$ cat src/rtl/ahb_input_stage_hold_if.sv
// Bus bundle between an AHB master (plus its output-stage partner) and
// ahb_input_stage_hold. The slave modport is the input stage's view; the
// master modport is the view of whatever drives the master side and models
// the output stage.
interface ahb_input_stage_hold_if #(
  parameter int ADDR_W   = 32,
  parameter int DATA_W   = 32,
  parameter int MASTER_W = 4
);
  // master side
  logic                HSELS;
  logic [ADDR_W-1:0]   HADDRS;
  logic [1:0]          HTRANSS;
  logic                HWRITES;
  logic [2:0]          HSIZES;
  logic [2:0]          HBURSTS;
  logic [3:0]          HPROTS;
  logic [MASTER_W-1:0] HMASTERS;
  logic                HMASTLOCKS;
  logic [DATA_W-1:0]   HWDATAS;
  logic                HREADYS;
  logic                dec_hit;
  logic                HREADYOUTS;
  logic [1:0]          HRESPS;
  logic [DATA_W-1:0]   HRDATAS;
  // output-stage side
  logic                sel_ip;
  logic [ADDR_W-1:0]   addr_ip;
  logic [1:0]          trans_ip;
  logic                write_ip;
  logic [2:0]          size_ip;
  logic [2:0]          burst_ip;
  logic [3:0]          prot_ip;
  logic [MASTER_W-1:0] master_ip;
  logic                mastlock_ip;
  logic [DATA_W-1:0]   wdata_ip;
  logic                held_tran_ip;
  logic                active_ip;
  logic                readyout_ip;
  logic [1:0]          resp_ip;
  logic [DATA_W-1:0]   rdata_ip;

  modport slave (
    input  HSELS, HADDRS, HTRANSS, HWRITES, HSIZES, HBURSTS, HPROTS,
           HMASTERS, HMASTLOCKS, HWDATAS, HREADYS, dec_hit,
           active_ip, readyout_ip, resp_ip, rdata_ip,
    output HREADYOUTS, HRESPS, HRDATAS,
           sel_ip, addr_ip, trans_ip, write_ip, size_ip, burst_ip, prot_ip,
           master_ip, mastlock_ip, wdata_ip, held_tran_ip
  );

  modport master (
    output HSELS, HADDRS, HTRANSS, HWRITES, HSIZES, HBURSTS, HPROTS,
           HMASTERS, HMASTLOCKS, HWDATAS, HREADYS, dec_hit,
           active_ip, readyout_ip, resp_ip, rdata_ip,
    input  HREADYOUTS, HRESPS, HRDATAS,
           sel_ip, addr_ip, trans_ip, write_ip, size_ip, burst_ip, prot_ip,
           master_ip, mastlock_ip, wdata_ip, held_tran_ip
  );
endinterface

$ cat src/rtl/ahb_input_stage_hold.sv
// AHB bus-matrix input stage. Passes address phases straight to the output
// stage when this port is granted, otherwise parks them in a hold register
// and stalls the master until the grant arrives.
// Optional macro DEFAULT_SLAVE_EN: transfers with dec_hit=0 get a two-cycle
// ERROR response locally instead of being forwarded.
module ahb_input_stage_hold #(
  parameter int ADDR_W   = 32,
  parameter int DATA_W   = 32,
  parameter int MASTER_W = 4
) (
  input logic                   HCLK,
  input logic                   HRESET,
  ahb_input_stage_hold_if.slave bus
);
  localparam logic [2:0] ST_IDLE = 3'd0;
  localparam logic [2:0] ST_HOLD = 3'd1;
  localparam logic [2:0] ST_DATA = 3'd2;
  localparam logic [2:0] ST_ERR1 = 3'd3;
  localparam logic [2:0] ST_ERR2 = 3'd4;

  logic [2:0]          state, state_nxt;
  logic                hold_valid;
  logic                h_sel;
  logic [ADDR_W-1:0]   h_addr;
  logic [1:0]          h_trans;
  logic                h_write;
  logic [2:0]          h_size;
  logic [2:0]          h_burst;
  logic [3:0]          h_prot;
  logic [MASTER_W-1:0] h_master;
  logic                h_mastlock;

  logic xfer, hit, miss, good, accept, capture, release_hold;

  // Only NONSEQ/SEQ with the master-level HREADY high start a transfer.
  assign xfer = bus.HSELS & bus.HTRANSS[1] & bus.HREADYS;

`ifdef DEFAULT_SLAVE_EN
  assign hit = bus.dec_hit;
`else
  logic unused_dec_hit;
  assign unused_dec_hit = bus.dec_hit;
  assign hit = 1'b1;
`endif

  assign miss = xfer & ~hit;
  assign good = xfer & hit;

  // A new address phase is taken whenever no earlier transfer is pending.
  assign accept       = (state == ST_IDLE) | (state == ST_ERR2) |
                        ((state == ST_DATA) & bus.readyout_ip);
  assign capture      = accept & good & ~bus.active_ip;
  assign release_hold = (state == ST_HOLD) & bus.active_ip & bus.readyout_ip;

  // Next-state decode.
  always_comb begin
    state_nxt = state;
    case (state)
      ST_HOLD: if (release_hold) state_nxt = ST_DATA;
      ST_ERR1: state_nxt = ST_ERR2;
      default: begin
        if (accept) begin
          if (miss)      state_nxt = ST_ERR1;
          else if (good) state_nxt = bus.active_ip ? ST_DATA : ST_HOLD;
          else           state_nxt = ST_IDLE;
        end
      end
    endcase
  end

  // State register.
  always_ff @(posedge HCLK or posedge HRESET) begin
    if (HRESET) state <= ST_IDLE;
    else        state <= state_nxt;
  end

  // Hold register: loads on an ungranted transfer, drains on grant+ready.
  always_ff @(posedge HCLK or posedge HRESET) begin
    if (HRESET) begin
      hold_valid <= 1'b0;
      h_sel      <= 1'b0;
      h_addr     <= '0;
      h_trans    <= 2'b00;
      h_write    <= 1'b0;
      h_size     <= 3'b000;
      h_burst    <= 3'b000;
      h_prot     <= 4'b0000;
      h_master   <= '0;
      h_mastlock <= 1'b0;
    end else if (capture) begin
      hold_valid <= 1'b1;
      h_sel      <= bus.HSELS;
      h_addr     <= bus.HADDRS;
      h_trans    <= bus.HTRANSS;
      h_write    <= bus.HWRITES;
      h_size     <= bus.HSIZES;
      h_burst    <= bus.HBURSTS;
      h_prot     <= bus.HPROTS;
      h_master   <= bus.HMASTERS;
      h_mastlock <= bus.HMASTLOCKS;
    end else if (release_hold) begin
      hold_valid <= 1'b0;
    end
  end

  // Request set: held copy while waiting, otherwise the live address phase.
  // A decode miss is masked so the output stage never sees it.
  assign bus.held_tran_ip = hold_valid | good;
  assign bus.sel_ip       = hold_valid ? h_sel      : (bus.HSELS & ~miss);
  assign bus.trans_ip     = hold_valid ? h_trans    : (miss ? 2'b00 : bus.HTRANSS);
  assign bus.addr_ip      = hold_valid ? h_addr     : bus.HADDRS;
  assign bus.write_ip     = hold_valid ? h_write    : bus.HWRITES;
  assign bus.size_ip      = hold_valid ? h_size     : bus.HSIZES;
  assign bus.burst_ip     = hold_valid ? h_burst    : bus.HBURSTS;
  assign bus.prot_ip      = hold_valid ? h_prot     : bus.HPROTS;
  assign bus.master_ip    = hold_valid ? h_master   : bus.HMASTERS;
  assign bus.mastlock_ip  = hold_valid ? h_mastlock : bus.HMASTLOCKS;
  assign bus.wdata_ip     = bus.HWDATAS;
  assign bus.HRDATAS      = bus.rdata_ip;

  // Master-facing ready/response per state.
  always_comb begin
    bus.HREADYOUTS = 1'b1;
    bus.HRESPS     = 2'b00;
    case (state)
      ST_HOLD: bus.HREADYOUTS = 1'b0;
      ST_DATA: begin
        bus.HREADYOUTS = bus.readyout_ip;
        bus.HRESPS     = bus.resp_ip;
      end
      ST_ERR1: begin
        bus.HREADYOUTS = 1'b0;
        bus.HRESPS     = 2'b01;
      end
      ST_ERR2: bus.HRESPS = 2'b01;
      default: ;
    endcase
  end
endmodule

$ cat src/flat_wrapper.sv
// flat-port wrapper written by rule: the top's interface ports become plain ports
module ahb_input_stage_hold_flat 
#(
  parameter int ADDR_W   = 32,
  parameter int DATA_W   = 32,
  parameter int MASTER_W = 4
)
  (HCLK, HRESET, bus_HSELS, bus_HADDRS, bus_HTRANSS, bus_HWRITES, bus_HSIZES, bus_HBURSTS, bus_HPROTS, bus_HMASTERS, bus_HMASTLOCKS, bus_HWDATAS, bus_HREADYS, bus_dec_hit, bus_active_ip, bus_readyout_ip, bus_resp_ip, bus_rdata_ip, bus_HREADYOUTS, bus_HRESPS, bus_HRDATAS, bus_sel_ip, bus_addr_ip, bus_trans_ip, bus_write_ip, bus_size_ip, bus_burst_ip, bus_prot_ip, bus_master_ip, bus_mastlock_ip, bus_wdata_ip, bus_held_tran_ip);
  ahb_input_stage_hold_if #(.ADDR_W(ADDR_W), .DATA_W(DATA_W), .MASTER_W(MASTER_W)) bus_i ();
  input logic HCLK;
  input logic HRESET;
  input wire logic [$bits(bus_i.HSELS)-1:0] bus_HSELS;
  input wire logic [$bits(bus_i.HADDRS)-1:0] bus_HADDRS;
  input wire logic [$bits(bus_i.HTRANSS)-1:0] bus_HTRANSS;
  input wire logic [$bits(bus_i.HWRITES)-1:0] bus_HWRITES;
  input wire logic [$bits(bus_i.HSIZES)-1:0] bus_HSIZES;
  input wire logic [$bits(bus_i.HBURSTS)-1:0] bus_HBURSTS;
  input wire logic [$bits(bus_i.HPROTS)-1:0] bus_HPROTS;
  input wire logic [$bits(bus_i.HMASTERS)-1:0] bus_HMASTERS;
  input wire logic [$bits(bus_i.HMASTLOCKS)-1:0] bus_HMASTLOCKS;
  input wire logic [$bits(bus_i.HWDATAS)-1:0] bus_HWDATAS;
  input wire logic [$bits(bus_i.HREADYS)-1:0] bus_HREADYS;
  input wire logic [$bits(bus_i.dec_hit)-1:0] bus_dec_hit;
  input wire logic [$bits(bus_i.active_ip)-1:0] bus_active_ip;
  input wire logic [$bits(bus_i.readyout_ip)-1:0] bus_readyout_ip;
  input wire logic [$bits(bus_i.resp_ip)-1:0] bus_resp_ip;
  input wire logic [$bits(bus_i.rdata_ip)-1:0] bus_rdata_ip;
  output wire logic [$bits(bus_i.HREADYOUTS)-1:0] bus_HREADYOUTS;
  output wire logic [$bits(bus_i.HRESPS)-1:0] bus_HRESPS;
  output wire logic [$bits(bus_i.HRDATAS)-1:0] bus_HRDATAS;
  output wire logic [$bits(bus_i.sel_ip)-1:0] bus_sel_ip;
  output wire logic [$bits(bus_i.addr_ip)-1:0] bus_addr_ip;
  output wire logic [$bits(bus_i.trans_ip)-1:0] bus_trans_ip;
  output wire logic [$bits(bus_i.write_ip)-1:0] bus_write_ip;
  output wire logic [$bits(bus_i.size_ip)-1:0] bus_size_ip;
  output wire logic [$bits(bus_i.burst_ip)-1:0] bus_burst_ip;
  output wire logic [$bits(bus_i.prot_ip)-1:0] bus_prot_ip;
  output wire logic [$bits(bus_i.master_ip)-1:0] bus_master_ip;
  output wire logic [$bits(bus_i.mastlock_ip)-1:0] bus_mastlock_ip;
  output wire logic [$bits(bus_i.wdata_ip)-1:0] bus_wdata_ip;
  output wire logic [$bits(bus_i.held_tran_ip)-1:0] bus_held_tran_ip;
  assign bus_i.HSELS = bus_HSELS;
  assign bus_i.HADDRS = bus_HADDRS;
  assign bus_i.HTRANSS = bus_HTRANSS;
  assign bus_i.HWRITES = bus_HWRITES;
  assign bus_i.HSIZES = bus_HSIZES;
  assign bus_i.HBURSTS = bus_HBURSTS;
  assign bus_i.HPROTS = bus_HPROTS;
  assign bus_i.HMASTERS = bus_HMASTERS;
  assign bus_i.HMASTLOCKS = bus_HMASTLOCKS;
  assign bus_i.HWDATAS = bus_HWDATAS;
  assign bus_i.HREADYS = bus_HREADYS;
  assign bus_i.dec_hit = bus_dec_hit;
  assign bus_i.active_ip = bus_active_ip;
  assign bus_i.readyout_ip = bus_readyout_ip;
  assign bus_i.resp_ip = bus_resp_ip;
  assign bus_i.rdata_ip = bus_rdata_ip;
  assign bus_HREADYOUTS = bus_i.HREADYOUTS;
  assign bus_HRESPS = bus_i.HRESPS;
  assign bus_HRDATAS = bus_i.HRDATAS;
  assign bus_sel_ip = bus_i.sel_ip;
  assign bus_addr_ip = bus_i.addr_ip;
  assign bus_trans_ip = bus_i.trans_ip;
  assign bus_write_ip = bus_i.write_ip;
  assign bus_size_ip = bus_i.size_ip;
  assign bus_burst_ip = bus_i.burst_ip;
  assign bus_prot_ip = bus_i.prot_ip;
  assign bus_master_ip = bus_i.master_ip;
  assign bus_mastlock_ip = bus_i.mastlock_ip;
  assign bus_wdata_ip = bus_i.wdata_ip;
  assign bus_held_tran_ip = bus_i.held_tran_ip;
  ahb_input_stage_hold #(.ADDR_W(ADDR_W), .DATA_W(DATA_W), .MASTER_W(MASTER_W)) u_core (.HCLK(HCLK), .HRESET(HRESET), .bus(bus_i));
endmodule
$ cat config.mk
export PLATFORM = sky130hd
export DESIGN_NAME = ahb_input_stage_hold_flat
export DESIGN_NICKNAME = d
export VERILOG_FILES = /design/src/rtl/ahb_input_stage_hold_if.sv /design/src/rtl/ahb_input_stage_hold.sv /design/src/flat_wrapper.sv
export SDC_FILE = /design/constraint.sdc
export NUM_CORES = 1
export LEC_CHECK = 0
export BUFFER_PORTS_ARGS = -buffer_cell sky130_fd_sc_hd__buf_4
export CORE_MARGIN = 4
export CORE_UTILIZATION = 41
export DETAILED_ROUTE_END_ITERATION = 10
export GPL_TIMING_DRIVEN = 0
export PLACE_DENSITY_LB_ADDON = 0.12
export SYNTH_ARGS = -nofsm -noshare
export SYNTH_HDL_FRONTEND = slang
export SYNTH_SLANG_ARGS = --single-unit
$ cat constraint.sdc
create_clock -name HCLK -period 2.1 [get_ports HCLK]
set_input_delay 0 -clock HCLK [delete_from_list [all_inputs] [get_ports HCLK]]
set_output_delay 0 -clock HCLK [all_outputs]
set_load 0.01 [all_outputs]
### Word level (Yosys, flattened, before mapping)

Cells that the tools add are included.

| word-level totals | value |
|---|---|
| output and inout port bits | 119 |
| word-level logic and storage cells | 51 |
| register bits | 55 |

| operators by class | value |
|---|---|
| equality and inequality tests | 5 |
| bitwise gates (word level) | 11 |
| reductions and logical operators | 6 |
| muxes and demuxes | 18 |

Operators with widths:

| kind | number |
|---|---|
| 32-bit 2-to-1 mux | 1 |
| 3-bit 2-to-1 mux | 5 |
| 4-bit 2-to-1 mux | 2 |
| 1-bit AND | 7 |
| 3-bit by 2-bit == test with 1-bit output (second input constant) | 2 |
| 3-bit one-hot mux with 2 select lines | 1 |
| 1-bit 2-to-1 mux | 5 |
| 2-bit 2-to-1 mux | 2 |
| 2-bit one-hot mux with 2 select lines | 1 |
| 2-bit OR reduction | 2 |
| 3-bit by 1-bit == test with 1-bit output (second input constant) | 1 |
| 3-bit == test (second input constant) | 1 |
| 3-bit logical NOT | 1 |
| 1-bit bitwise OR | 3 |
| 3-bit nonzero test | 1 |
| 2-bit by 1-bit inequality test with 1-bit output (second input constant) | 1 |
| 1-bit one-hot mux with 2 select lines | 1 |
| 2-bit AND reduction | 1 |
| 2-bit nonzero test | 1 |
| 1-bit inverter | 1 |

### Depth between registers and ports, before layout

| depth | value |
|---|---|
| word-level depth | 6 |
| depth in mapped cells | 4 |

### Worst setup path after synthesis

No wires, ideal clock.

| timing | value |
|---|---|
| path kind | reg2reg |
| start point | reg u_core.state[2] |
| end point | reg u_core.h_addr[0] |
| cell stages (with the launch flop) | 5 |
| data required time | 1.975 ns |
| slack | 0.261 ns |
| path buffers | 1 |
| arrival time | 1.714 ns |
| clock period less this slack | 1.839 ns |
| setup time | 0.125 ns |
| cells stage by stage | dfrtp_1 > nand2b_4 > a2111oi_4 > buf_6 > mux2_2 |

| between the ends | value |
|---|---|
| word-level cells in the longest chain between the ends | 5 |
| elaborated cells on any way between the ends | 8 |

RTL lines:

| what | RTL line | RTL |
|---|---|---|
| from (decl) | ahb_input_stage_hold.sv:21 | `logic [2:0] state, state_nxt;` |
| from (signal assigned) | ahb_input_stage_hold.sv:74 | `else state <= state_nxt;` |
| 3-bit == test, or another cell as far along | ahb_input_stage_hold.sv:50 | `assign accept = (state == ST_IDLE) \| (state == ST_ERR2) \|` |
| 1-bit bitwise OR / 1-bit AND (equally long branches) | ahb_input_stage_hold.sv:50, ahb_input_stage_hold.sv:51 |  |
| 1-bit bitwise OR (*) | ahb_input_stage_hold.sv:50 |  |
| 1-bit AND (*) (2 in series) | ahb_input_stage_hold.sv:52 | `assign capture = accept & good & ~bus.active_ip;` |
| to (signal assigned) | ahb_input_stage_hold.sv:93 | `h_addr <= bus.HADDRS;` |
| to (decl) | ahb_input_stage_hold.sv:24 | `logic [ADDR_W-1:0] h_addr;` |

Every way passes the cells marked *; elsewhere a longest branch is shown, timed or not.
A chain may end at the register's enable or synchronous reset.

### Worst setup path after layout

| timing | value |
|---|---|
| start point | reg u_core.state[2] |
| end point | reg u_core.h_addr[18] |

Same word-level chain as after synthesis.

==> flow_summary.toml <==
[sta]
skew_ps = 6.658
fin_crit_sh = 0.8860
maxSlewHeadroom = 0.5757
drv_slew = 0
clock.fmax_mhz = 537.5
hold_viol = 0
grt_setup_unrepaired = "false"
setup_slack_ps = 239.4
whs_ps = 18.57
worst_pin_slew_ps = 635.6
setup_viol = 0
period_minus_slack_ps = 1861

[logic_synthesis]
synth_seq_cells = 55
ys_seq_area_frac = 0.4208
synth_area_leaders = "dfrtp_1, mux2_2, buf_4"
ys.flop_type = "dfrtp_1"
yosys.cell_types.count = 23
syn_nets = 386
synth-warning-count = 0
synth_top_area_frac = 0.4208
synthesis.area_um2 = 3271
async_flop_share = 1.000
yosysMostFrequentCell = "mux2_2"
synth_edf_count = 0
synth_top_cell_by_area = "dfrtp_1"
syn_area_per_cell_um2 = 12.44
netlist_instances = 263
synth_common_cells = "mux2_2, buf_4, dfrtp_1"

[cts]
clkTransAtPathRegs_ps = 90
cts_tree = "built"
root_buffer = "clkbuf_8"
clock_latency_ps = 300
cts_max_level = 2
clk_path_buf_depth = 2
cts.sinks = 55
cts_buffers = 5

[outcome]
outcome = "complete, no violations"

[worst_setup_path]
critPathArrivalTime_ps = 2040
start_kind = "register"
rr_worst_depth = 5
required_ps = 2280
reg2reg_slack_ps = 240
setup.worst_path.class = "register to register"
cp_max_fo = 10
r2r_start = "u_core.state[2]"
reg2reg_to = "u_core.h_addr[18]"
endpoint_kind = "register"

[detailed_routing]
drc = 0
drt-initial-drc-count = 58
ant_nets = 0
wire_per_inst_um = 14.42
finalWirelength_um = 8693
via_count = 2702
dr.pass1.iters = 4
vias_per_cell = 4.481

[floorplan]
coreArea_um2 = 7727
die_w_um = 97.32
ioPinCount = 242
die_y_um = 97.32
initial_core_util = 0.4233
num_rows = 32
die_area_um2 = 9470

[placed_design]
gp_congestion = 0.7843
hpwl_um = 6413
portBuffers = 176
placed_cell_area_um2 = 4740
pre_cts_slack_ps = -17.12
dp.cells = 542

[global_route]
grt.total_usage = 0.1806
antenna_found_initial = 0
grt.overflow.total = 0
grt_pass1_vias = 2838
grt_pass1_wl_um = 14370
grt_max_degree = 29

[final_layout]
final_core_util = 0.6924
fin_cells = 603
diodes = 0
synthToLayoutAreaGrowth_pct = 63.58
drive_above_1_share = 0.7226
final_nets = 623
finalInstanceArea_um2 = 5350

[power]
vdd_drop_max_v = 0.0006333
powerDensity_nw_per_um2 = 993.0
power_leakage_nw = 2.616

[min_path]
hold_end = "u_core.state[0]"
hold_class = "primary input to register"
hp-start = "bus_active_ip"
hold_path_depth = 3

[run]
maxCapViolCount = 0
==> layer usage <==
| metal | wire length [um] | track usage |
|---|---|---|
| met5 | 0 | 0 |
| met4 | 54 | 0.02449 |
| met3 | 807 | 0.06533 |
| met2 | 4551 | 0.3185 |
| met1 | 3280 | 0.2170 |
==> layout by cell type, fill, tap and decap left out, types with 2 or more instances in the layout <==
master / n
dlygate4sd3_1: 50
buf_4: 243
o21ai_0: 3
mux2_2: 96
clkbuf_2: 5
nand3_1: 2
nor2_1: 5
nand2_1: 2
clkbuf_8: 5
dfrtp_1: 55
or2_2: 3
buf_6: 5
inv_1: 3
mux2_1: 4
clkbuf_1: 5
nand2b_1: 2
==> cells by family (layout without fill, tap and decap cells) <==
logic type / count (synthesis) / count (layout) / synth area share
simple gates: 17 / 17 / 0.02869
buf+inv: 81 / 319 / 0.1779
compound gates: 9 / 9 / 0.02525
fa+ha+maj: 1 / 1 / 0.003061
flops: 55 / 55 / 0.4208
mux: 100 / 100 / 0.3443
==> registers in the layout, indices dropped and copies added, names as in the netlist <==
signal             flops
u_core.h_mastlock      1
u_core.h_size          3
u_core.state           3
u_core.h_burst         3
u_core.h_sel           1
u_core.h_master        4
u_core.h_trans         2
u_core.h_addr         32
u_core.h_prot          4
u_core.hold_valid      1
u_core.h_write         1
==> area by class of cell <==
class	instances	area, um^2
buffer	77	573.1
clock buffer	7	76.32
clock inverter	1	5.005
fill	550	2377
inverter	4	15.01
multi-input combinational	127	1313
sequential	55	1376
tap	102	127.6
timing repair buffer	230	1864
==> timing repair <==
action | in CTS | in global routing
hold buffers | 50 | 0
pin swaps | 1 | 1
endpoints found under the hold margin | 76 | 0
resized for setup | 0 | 10
setup buffers | 0 | 3
endpoints found under the setup margin | 47 | 95
==> critical path: stages (launching register included) <==
cell and delay [ps]:
dfrtp_1 460, nand2b_4 200, a2111oi_4 370, buf_4 210, buf_6 160, mux2_2 350
==> how the worst max path moves through the flow <==
stage	from	to	depth (start not counted)
after detailed placement	u_core.state[2]	u_core.h_addr[18]	4
final	u_core.state[2]	u_core.h_addr[18]	5
after global routing	u_core.hold_valid	bus_addr_ip[0]	4
after CTS	u_core.hold_valid	bus_addr_ip[0]	4
after global placement	HRESET	u_core.h_burst[1]	2
after floorplan	u_core.state[2]	u_core.h_addr[0]	4
==> per-stage QoR <==
stage               TNS [ps]  power [mW]
finish                     0       5.313
global route               0       5.699
CTS                        0       5.356
floorplan                  0       3.495
global placement       -1908       4.639
detailed placement    -44.43       4.704
==> where the power goes <==
group          switching [mW]  internal, mW  leakage [nW]
Clock                   0.327         0.235        0.0422
Sequential              0.243          1.57         0.661
Combinational            1.15          1.79          1.91
Total                    1.72          3.59          2.62
No activity file was read; power rests on OpenSTA's default activity.
